$ cat src/rtl/converter_if.sv
// Character stream into the converter and the per-packet result back out.
// The source drives data/sop/eop; the converter drives number/valid/error.
interface converter_if #(
   parameter int INPUT_WIDTH  = 16,
   parameter int OUTPUT_WIDTH = 64
);
   logic [INPUT_WIDTH-1:0]  data;
   logic                    sop;
   logic                    eop;
   logic [OUTPUT_WIDTH-1:0] number;
   logic                    valid;
   logic                    error;

   modport master (output data, sop, eop, input number, valid, error);
   modport slave  (input data, sop, eop, output number, valid, error);
endinterface

$ cat src/rtl/converter.sv
// Packetised ASCII-to-binary converter: the sop beat sets the radix, digit beats
// accumulate most-significant first, and the result is reported one cycle after eop.
module converter #(
   parameter int INPUT_WIDTH  = 16,
   parameter int OUTPUT_WIDTH = 64
) (
   input logic        clk,
   input logic        rst,
   converter_if.slave bus
);
   localparam int WW = OUTPUT_WIDTH + 6;

   typedef enum logic {IDLE, ACTIVE} state_t;

   state_t                  state;
   logic [5:0]              radix;
   logic [OUTPUT_WIDTH-1:0] acc;
   logic                    errflag;
   logic                    gotdigit;

   logic [7:0]              ch;
   logic [5:0]              value;
   logic                    charok;
   logic [WW-1:0]           wide;
   logic                    digitok;
   logic                    radixbad;
   logic                    nexterr;
   logic                    nextgot;
   logic                    resulterr;
   logic [OUTPUT_WIDTH-1:0] nextacc;

   // Digit decode and the widened multiply-add; any carry above the result
   // width means the value no longer fits and the packet is flagged instead of wrapping.
   always_comb begin
      ch     = bus.data[7:0];
      value  = '0;
      charok = 1'b0;
      if (ch >= 8'd48 && ch <= 8'd57) begin
         value  = 6'(ch - 8'd48);
         charok = 1'b1;
      end else if (ch >= 8'd65 && ch <= 8'd90) begin
         value  = 6'(ch - 8'd55);
         charok = 1'b1;
      end else if (ch >= 8'd97 && ch <= 8'd122) begin
         value  = 6'(ch - 8'd87);
         charok = 1'b1;
      end
      wide      = WW'(acc) * WW'(radix) + WW'(value);
      digitok   = charok && (value < radix) && (wide[WW-1:OUTPUT_WIDTH] == '0)
                  && (bus.data[INPUT_WIDTH-1:8] == '0);
      radixbad  = (bus.data < INPUT_WIDTH'(2)) || (bus.data > INPUT_WIDTH'(36));
      nexterr   = errflag || !digitok;
      nextgot   = gotdigit || digitok;
      nextacc   = digitok ? wide[OUTPUT_WIDTH-1:0] : acc;
      resulterr = nexterr || !nextgot;
   end

   // A sop beat always restarts, silently discarding any packet in flight.
   always_ff @(posedge clk or negedge rst) begin
      if (!rst) begin
         state      <= IDLE;
         radix      <= '0;
         acc        <= '0;
         errflag    <= 1'b0;
         gotdigit   <= 1'b0;
         bus.number <= '0;
         bus.valid  <= 1'b0;
         bus.error  <= 1'b0;
      end else begin
         bus.valid <= 1'b0;
         bus.error <= 1'b0;
         if (bus.sop) begin
            radix    <= bus.data[5:0];
            acc      <= '0;
            gotdigit <= 1'b0;
            errflag  <= radixbad;
            if (bus.eop) begin
               bus.valid  <= 1'b1;
               bus.error  <= 1'b1;
               bus.number <= '0;
               state      <= IDLE;
            end else begin
               state <= ACTIVE;
            end
         end else if (state == ACTIVE) begin
            acc      <= nextacc;
            errflag  <= nexterr;
            gotdigit <= nextgot;
            if (bus.eop) begin
               bus.valid  <= 1'b1;
               bus.error  <= resulterr;
               bus.number <= resulterr ? '0 : nextacc;
               state      <= IDLE;
            end
         end
      end
   end
endmodule

$ cat src/flat_wrapper.sv
// flat-port wrapper written by rule: the top's interface ports become plain ports
module converter_flat 
#(
   parameter int INPUT_WIDTH  = 16,
   parameter int OUTPUT_WIDTH = 64
)
  (clk, rst, bus_data, bus_sop, bus_eop, bus_number, bus_valid, bus_error);
  converter_if #(.INPUT_WIDTH(INPUT_WIDTH), .OUTPUT_WIDTH(OUTPUT_WIDTH)) bus_i ();
  input logic clk;
  input logic rst;
  input wire logic [$bits(bus_i.data)-1:0] bus_data;
  input wire logic [$bits(bus_i.sop)-1:0] bus_sop;
  input wire logic [$bits(bus_i.eop)-1:0] bus_eop;
  output wire logic [$bits(bus_i.number)-1:0] bus_number;
  output wire logic [$bits(bus_i.valid)-1:0] bus_valid;
  output wire logic [$bits(bus_i.error)-1:0] bus_error;
  assign bus_i.data = bus_data;
  assign bus_i.sop = bus_sop;
  assign bus_i.eop = bus_eop;
  assign bus_number = bus_i.number;
  assign bus_valid = bus_i.valid;
  assign bus_error = bus_i.error;
  converter #(.INPUT_WIDTH(INPUT_WIDTH), .OUTPUT_WIDTH(OUTPUT_WIDTH)) u_core (.clk(clk), .rst(rst), .bus(bus_i));
endmodule
$ cat config.mk
export PLATFORM = sky130hd
export DESIGN_NAME = converter_flat
export DESIGN_NICKNAME = d
export VERILOG_FILES = /design/src/rtl/converter_if.sv /design/src/rtl/converter.sv /design/src/flat_wrapper.sv
export SDC_FILE = /design/constraint.sdc
export NUM_CORES = 1
export LEC_CHECK = 0
export CAP_MARGIN = 20
export CORE_ASPECT_RATIO = 1.2
export CORE_MARGIN = 1.5
export CORE_UTILIZATION = 50
export CTS_BUF_LIST = sky130_fd_sc_hd__clkbuf_8
export DETAILED_ROUTE_END_ITERATION = 8
export PLACE_DENSITY_LB_ADDON = 0.15
export REMOVE_ABC_BUFFERS = 1
export SLEW_MARGIN = 20
export SYNTH_ARGS = -nofsm -noshare
export SYNTH_HDL_FRONTEND = slang
export SYNTH_SLANG_ARGS = --single-unit
$ cat constraint.sdc
create_clock -name clk -period 10.6 [get_ports clk]
set_input_delay 2.65 -clock clk [delete_from_list [all_inputs] [get_ports clk]]
set_output_delay 2.65 -clock clk [all_outputs]
set_load 0.05 [all_outputs]
==> results.tsv, run 1 <==
metric	value	unit
status	finished clean	
hold_viol	0	
max_stage_delay	0.92	ns
ant_nets	0	
min_path_type	reg -> reg	
synth_edf_count	0	
start_util	0.5046	
cp_cell_sequence	clkdlybuf4s50_1 > inv_1 > ha_1 > or4b_1 > a21boi_1 > a311o_1 > and2_1 > o22ai_1 > a21o_1 > inv_1 > fa_1 > inv_1 > ha_1 > and4_1 > a21o_1 > o2111ai_1 > nand2_1 > or4b_1 > a211oi_1 > a211oi_1 > or4_4 > or3_1 > a21oi_1	
gp_congestion	0.9351	
synthArstFlopShare	1.000	
cts_resized	0	
ys.flop_type	dfrtp_1	
slowest_stage	or4_4	
cts_setup_buffers	0	
cp_max_fo	86	
worstPathArrival	9.37	ns
timing.fmax	111.8	MHz
fin_cells	2820	
netlist_instances	2289	
cap_violations	0	
tightest_slew	0.9579	ns
finalCriticalPeriod	8.943	ns
ys_warn_count	0	
synth_top_family_by_area	adder cells	
synth_seq_cells	138	
syn2layout_area_growth	7.622	%
final_cell_area	0.02099	mm²
grt_usage	0.2890	
cts.sinks	138	
synth_xor_area_frac	0.02695	
clkTransAtPathRegs	0.08	ns
critPathLaunchType	primary input	
setup_viol	0	
die_y	219.3	µm
port_buffers	85	
power.leakage	9.949	nW
holdWs	0.4783	ns
dr.first_iter.drc_count	1098	
wire_per_inst	19.63	µm
grt_pass1_wl	90.59	mm
ioPinCount	86	
wirelength	55.37	mm
clock_path_buffers	2	
crit_type	in -> reg	
syn_avg_cell_area	8.520	µm²
antenna_found_initial	0	
vias_per_cell	5.868	
grt_remaining_overflow	0	
seq_area_frac_synth	0.1771	
rows	79	
htree_levels	4	
die_w	183.3	µm
fp.coreArea	0.03865	mm²
grt_max_degree	87	
synth_compound_area_frac	0.1569	
worstHoldPathCells	2	
synthMuxAreaShare	0.002246	
dr_total_vias	16550	
required	11.03	ns
first_global_vias	17360	
dieArea	0.04020	mm²
critPathCaptureType	register	
dp_cells	2788	
maxSlewViolCount	0	
synthAdderAreaFrac	0.3613	
cts_hold_buf	0	
drive_gt1_frac	0.03008	
period_share	0.8437	
synth_cell_types	67	
drc	0	
fin_skew	0.02257	ns
diodes	0	
cts_tree	built	
cp_common_cell	inv_1	
rsz0062_at_grt	false	
place_area	0.02066	mm²
r2r_cells	19	
clock_latency	0.53	ns
hpwlAfterDp	42.49	mm
nNetsFinal	2713	
dr.pass1.iters	5	
cts_made_buffers	17	
synth_area	0.01950	mm²
power_density	50.85	mW/mm²
vdd_drop_max	0.00007173	V
synthSimpleGateAreaFrac	0.2012	
slew_headroom	0.3614	
cts_root_buf	clkbuf_8	
stage by stage:
step	TNS (ns)	power, W	util	worst slack (ns)
final	0	0.001067	0.5430	1.657
after global routing	0	0.001107	0.5430	1.214
after CTS	0	0.001081	0.5430	1.765
after detailed placement	0	0.0006699	0.5345	1.217
after global placement	0	0.0006679	0.5345	1.426
after floorplan	-12.75	0.0005940	-	-0.3947
critical path, delay by kind of cell:
| kind | cells | cell delay, ns |
|---|---|---|
| and+or+nand+nor | 7 | 3.13 |
| AOI/OAI and AO/OA | 9 | 1.69 |
| adders and majority gates | 3 | 0.92 |
| buffers and inverters | 4 | 0.91 |
synthesized netlist by cell type (4+ instances only):
master / n / area [µm²]
inv_1: 246 / 923.4
ha_1: 160 / 2002
and4_1: 6 / 52.55
o22ai_1: 5 / 31.28
xor2_1: 29 / 254.0
o21bai_1: 13 / 97.59
xnor2_1: 31 / 271.5
a221oi_1: 6 / 52.55
a2111oi_0: 4 / 35.03
nor2b_1: 6 / 37.54
nand4_1: 41 / 256.5
a22o_1: 34 / 297.8
or3_1: 28 / 175.2
clkbuf_1: 120 / 450.4
o31ai_1: 7 / 52.55
fa_1: 252 / 5045
nand3_1: 53 / 265.3
nand2b_1: 12 / 75.07
a31oi_1: 8 / 50.05
nor3_1: 15 / 75.07
o21ai_1: 8 / 40.04
nor4_1: 12 / 75.07
a21o_1: 25 / 187.7
a21boi_0: 5 / 37.54
buf_2: 5 / 25.02
o21ai_0: 155 / 775.7
and3_1: 7 / 43.79
dfrtp_1: 138 / 3453
nor2_1: 74 / 277.8
o21a_1: 11 / 82.58
a211oi_1: 12 / 90.09
a211o_1: 4 / 35.03
o211ai_1: 8 / 60.06
a21oi_1: 172 / 860.8
and2_1: 203 / 1270
nand2_1: 321 / 1205
layout make-up:
cell class	count	area, µm²
flip-flops and latches	138	3461
clock buffers	18	247.7
multi-input cells	1774	14630
well taps	526	658.1
inverters	248	930.9
fillers	3615	17660
repair buffers	102	974.7
clock inverters	14	83.83
per-layer routing:
layer,vias to the layer above,share of wire,global-route usage
li1,7575,-,-
met1,8326,0.40,0.3460
met2,510,0.52,0.5193
met3,137,0.046,0.03999
met4,0,0.036,0.1210
met5,-,0,0
cell families (layout without fill, tap and decap cells):
kind of cell,after synthesis,count (layout)
compound gates,507,507
simple gates,791,791
xor+xnor,60,60
mux,4,4
flops,138,138
buf+inv,377,382
fa+ha+maj,412,412
report_power, final:
| part | internal (W) | total [W] | switching, W |
|---|---|---|---|
| Sequential | 0.000529 | 0.000548 | 0.0000191 |
| Combinational | 0.0000258 | 0.000113 | 0.0000869 |
| Clock | 0.000163 | 0.000407 | 0.000244 |
placed cells by master, fill, tap and decap left out, drive strengths merged, types with 53 or more instances in the layout:
| cell | instances |
|---|---|
| clkdlybuf4s50 | 83 |
| nand3 | 53 |
| fa | 252 |
| dfrtp | 138 |
| a21oi | 172 |
| nand2 | 321 |
| and2 | 203 |
| ha | 160 |
| inv | 251 |
| o21ai | 163 |
| nor2 | 74 |
sequential cells by signal (all words and copies together), names as in the netlist:
| name | cells |
|---|---|
| u_core.bus.error | 1 |
| u_core.bus.valid | 1 |
| u_core.errflag | 1 |
| u_core.acc | 64 |
| u_core.state | 1 |
| u_core.bus.number | 64 |
| u_core.radix | 6 |
final timing paths:
| path | start | endpoint | slack (ns) |
|---|---|---|---|
| max in group asynchronous | rst | u_core.bus.number[29]$_DFFE_PN0P_ | 7.06 |
| setup reg to reg | u_core.radix[1]$_DFFE_PN0P_ | u_core.acc[25]$_DFFE_PN0P_ | 3.08 |
| min in group asynchronous | rst | u_core.bus.number[61]$_DFFE_PN0P_ | 2.12 |
| hold / removal | u_core.bus.number[12]$_DFFE_PN0P_ | u_core.bus.number[12]$_DFFE_PN0P_ | 0.48 |
| hold reg to reg | u_core.bus.number[12]$_DFFE_PN0P_ | u_core.bus.number[12]$_DFFE_PN0P_ | 0.48 |
| setup / recovery | bus_data[1] | u_core.acc[25]$_DFFE_PN0P_ | 1.66 |
(Power assumes the default switching activity.)
==> inputs of run 2 (changes only) <==
==> constraint.sdc (replaced) <==
create_clock -name clk -period 7.8 [get_ports clk]
set_input_delay 1.95 -clock clk [delete_from_list [all_inputs] [get_ports clk]]
set_output_delay 1.95 -clock clk [all_outputs]
set_load 0.05 [all_outputs]
==> results.tsv, run 2 (synthesis results as in run 1) <==
metric	value	unit	change
status	finished clean		unchanged
rsz0062_at_grt	false		unchanged
worstPathArrival	7.84	ns	was 9.37 ns
htree_levels	4		unchanged
gp_congestion	0.9242		was 0.9351
hold_viol	0		unchanged
hpwlAfterDp	42.78	mm	was 42.49 mm
mostFrequentLayoutCells	321 x nand2_1, 252 x fa_1, 248 x inv_1		unchanged
wirelength	55.60	mm	was 55.37 mm
post-route-util	0.5518		was 0.5430
cts.sinks	138		unchanged
fp.coreArea	0.03865	mm²	unchanged
period_share	0.9469		
vias_per_cell	5.821		was 5.868
ioPinCount	86		unchanged
die_y	219.3	µm	unchanged
cts_resized	0		unchanged
fin_cells	2853		was 2820
layout_commonest_cell	nand2_1		unchanged
dr.pass1.iters	7		was 5
wire_per_inst	19.49	µm	was 19.63 µm
dr.first_iter.drc_count	1089		was 1098
grt_max_degree	71		was 87
cts_made_buffers	17		unchanged
cts_setup_buffers	0		unchanged
fill_cells	3636		was 3615
timing.fmax	135.4	MHz	
crit_buf_inv	4		unchanged
clock_latency	0.54	ns	was 0.53 ns
critPathCaptureType	register		unchanged
dr_total_vias	16610		was 16.55k
grt_usage	0.2899		was 0.2890
diodes	0		unchanged
cp_top_family	simple AND/OR/NAND/NOR gates		unchanged
cts_root_buf	clkbuf_8		unchanged
grt_pass1_wl	90.53	mm	was 90.59 mm
cts_tree	built		unchanged
slew_headroom	0.1918		was 0.3614
fin_skew	0.02278	ns	was 0.02257 ns
critPathLaunchType	primary input		unchanged
setup_viol	0		unchanged
cp_max_fo	45		was 86
required	8.26	ns	was 11.03 ns
rows	79		unchanged
die_w	183.3	µm	unchanged
start_util	0.5046		unchanged
power_density	69.47	mW/mm²	was 50.85 mW/mm²
port_buffers	85		unchanged
vdd_drop_max	0.0001105	V	was 0.00007173 V
min_path_type	reg -> reg		unchanged
fin_ws	0.4141	ns	was 1.657 ns
power.leakage	10.14	nW	was 9.949 nW
crit_type	in -> reg		unchanged
total_power	0.001482	W	was 0.001067 W
max_stage_delay	0.59	ns	was 0.92 ns
ant_nets	0		unchanged
drive_gt1_frac	0.04383		was 0.03008
maxSlewViolCount	0		unchanged
clock_path_buffers	2		unchanged
grt_remaining_overflow	0		unchanged
cts_hold_buf	0		unchanged
syn2layout_area_growth	9.368	%	was 7.622%
tightest_slew	1.212	ns	was 0.9579 ns
drc	0		unchanged
dieArea	0.04020	mm²	unchanged
cap_violations	0		unchanged
slowest_stage	or4_4		unchanged
antenna_found_initial	1		was 0
first_global_vias	17580		was 17.36k
dp_slack	-0.1246	ns	was 1.217 ns
top_regs	u_core.acc (64), u_core.bus.number (64), u_core.radix (6)		unchanged
dp_cells	2821		was 2788
cp_cell_sequence	clkdlybuf4s50_1 > inv_1 > ha_1 > or4b_1 > a21boi_1 > a311o_1 > and2_1 > buf_4 > a21oi_1 > fa_1 > ha_1 > and4_1 > a21o_1 > o2111ai_1 > nand2_1 > or4b_1 > a211oi_1 > a211oi_1 > or4_4 > buf_12 > or3_1 > a21oi_1		was clkdlybuf4s50_1 > inv_1 > ha_1 > or4b_1 > a21boi_1 > a311o_1 > and2_1 > o22ai_1 > a21o_1 > inv_1 > fa_1 > inv_1 > ha_1 > and4_1 > a21o_1 > o2111ai_1 > nand2_1 > or4b_1 > a211oi_1 > a211oi_1 > or4_4 > or3_1 > a21oi_1
finalCriticalPeriod	7.386	ns	
nNetsFinal	2746		was 2713
clkTransAtPathRegs	0.09	ns	was 0.08 ns
-- run 2: where the power goes --
| group | total [W] | internal [W] | switching, W | leakage, nW |
|---|---|---|---|---|
| clock network | 0.000571 | 0.000244 | 0.000327 | 0.171 |
| logic | 0.000142 | 0.0000458 | 0.0000966 | 8.07 |
| registers | 0.000769 | 0.000718 | 0.0000501 | 1.90 |
| total | 0.00148 | 0.00101 | 0.000474 | 10.1 |
-- run 2: metrics by stage --
step	hold slack, ns	TNS (ns)	area [µm²]
3_5_place_dp	0.4697	-2.681	20980
6_report	0.4831	0	21330
5_1_grt	0.5026	0	21330
2_1_floorplan	0.4735	-199.35	18980
4_1_cts	0.4878	0	21330
3_3_place_gp	0.4616	0	20980
-- run 2: worst reg2reg max path: stages (launching register included) --
cell       delay (ns)
dfrtp_2          1.16
nand2_1          0.20
fa_1             0.56
fa_1             0.56
inv_1            0.07
fa_1             0.52
fa_1             0.52
ha_1             0.40
and4_1           0.21
a21o_1           0.18
o2111ai_1        0.30
nand2_1          0.08
or4b_1           0.53
a211oi_1         0.26
a211oi_1         0.12
or4_4            0.59
buf_12           0.21
or3_1            0.40
a21oi_1          0.16
-- run 2: layer usage --
metal,global-route usage,vias to the layer above,part of all wire
met5,0,-,0.00023
met4,0.1601,2,0.051
met3,0.04115,165,0.047
met2,0.5013,533,0.50
met1,0.3479,8266,0.40
li1,-,7641,-
-- run 2: worst paths after layout --
path                                                   start                                end  slack, ns  depth (start not counted)
max                                              bus_data[1]          u_core.acc[3]$_DFFE_PN0P_       0.41                         22
min                        u_core.bus.number[12]$_DFFE_PN0P_  u_core.bus.number[12]$_DFFE_PN0P_       0.48                          2
max reg2reg                      u_core.radix[5]$_DFFE_PN0P_          u_core.acc[3]$_DFFE_PN0P_       0.70                         18
min reg2reg                u_core.bus.number[12]$_DFFE_PN0P_  u_core.bus.number[12]$_DFFE_PN0P_       0.48                          2
max in group asynchronous                                rst        u_core.radix[3]$_DFFE_PN0P_       4.96                          2
min in group asynchronous                                rst         u_core.acc[55]$_DFFE_PN0P_       1.42                          1
-- run 2: final cells by class --
type                       instances  area, µm²  share of cell area
tap                              526      658.1             0.03086
timing repair buffer             135       1297             0.06084
sequential                       138       3463              0.1624
clock buffer                      17      234.0             0.01097
inverter                         248      930.9             0.04365
clock inverter                    15      112.6            0.005280
multi-input combinational       1774      14630              0.6860
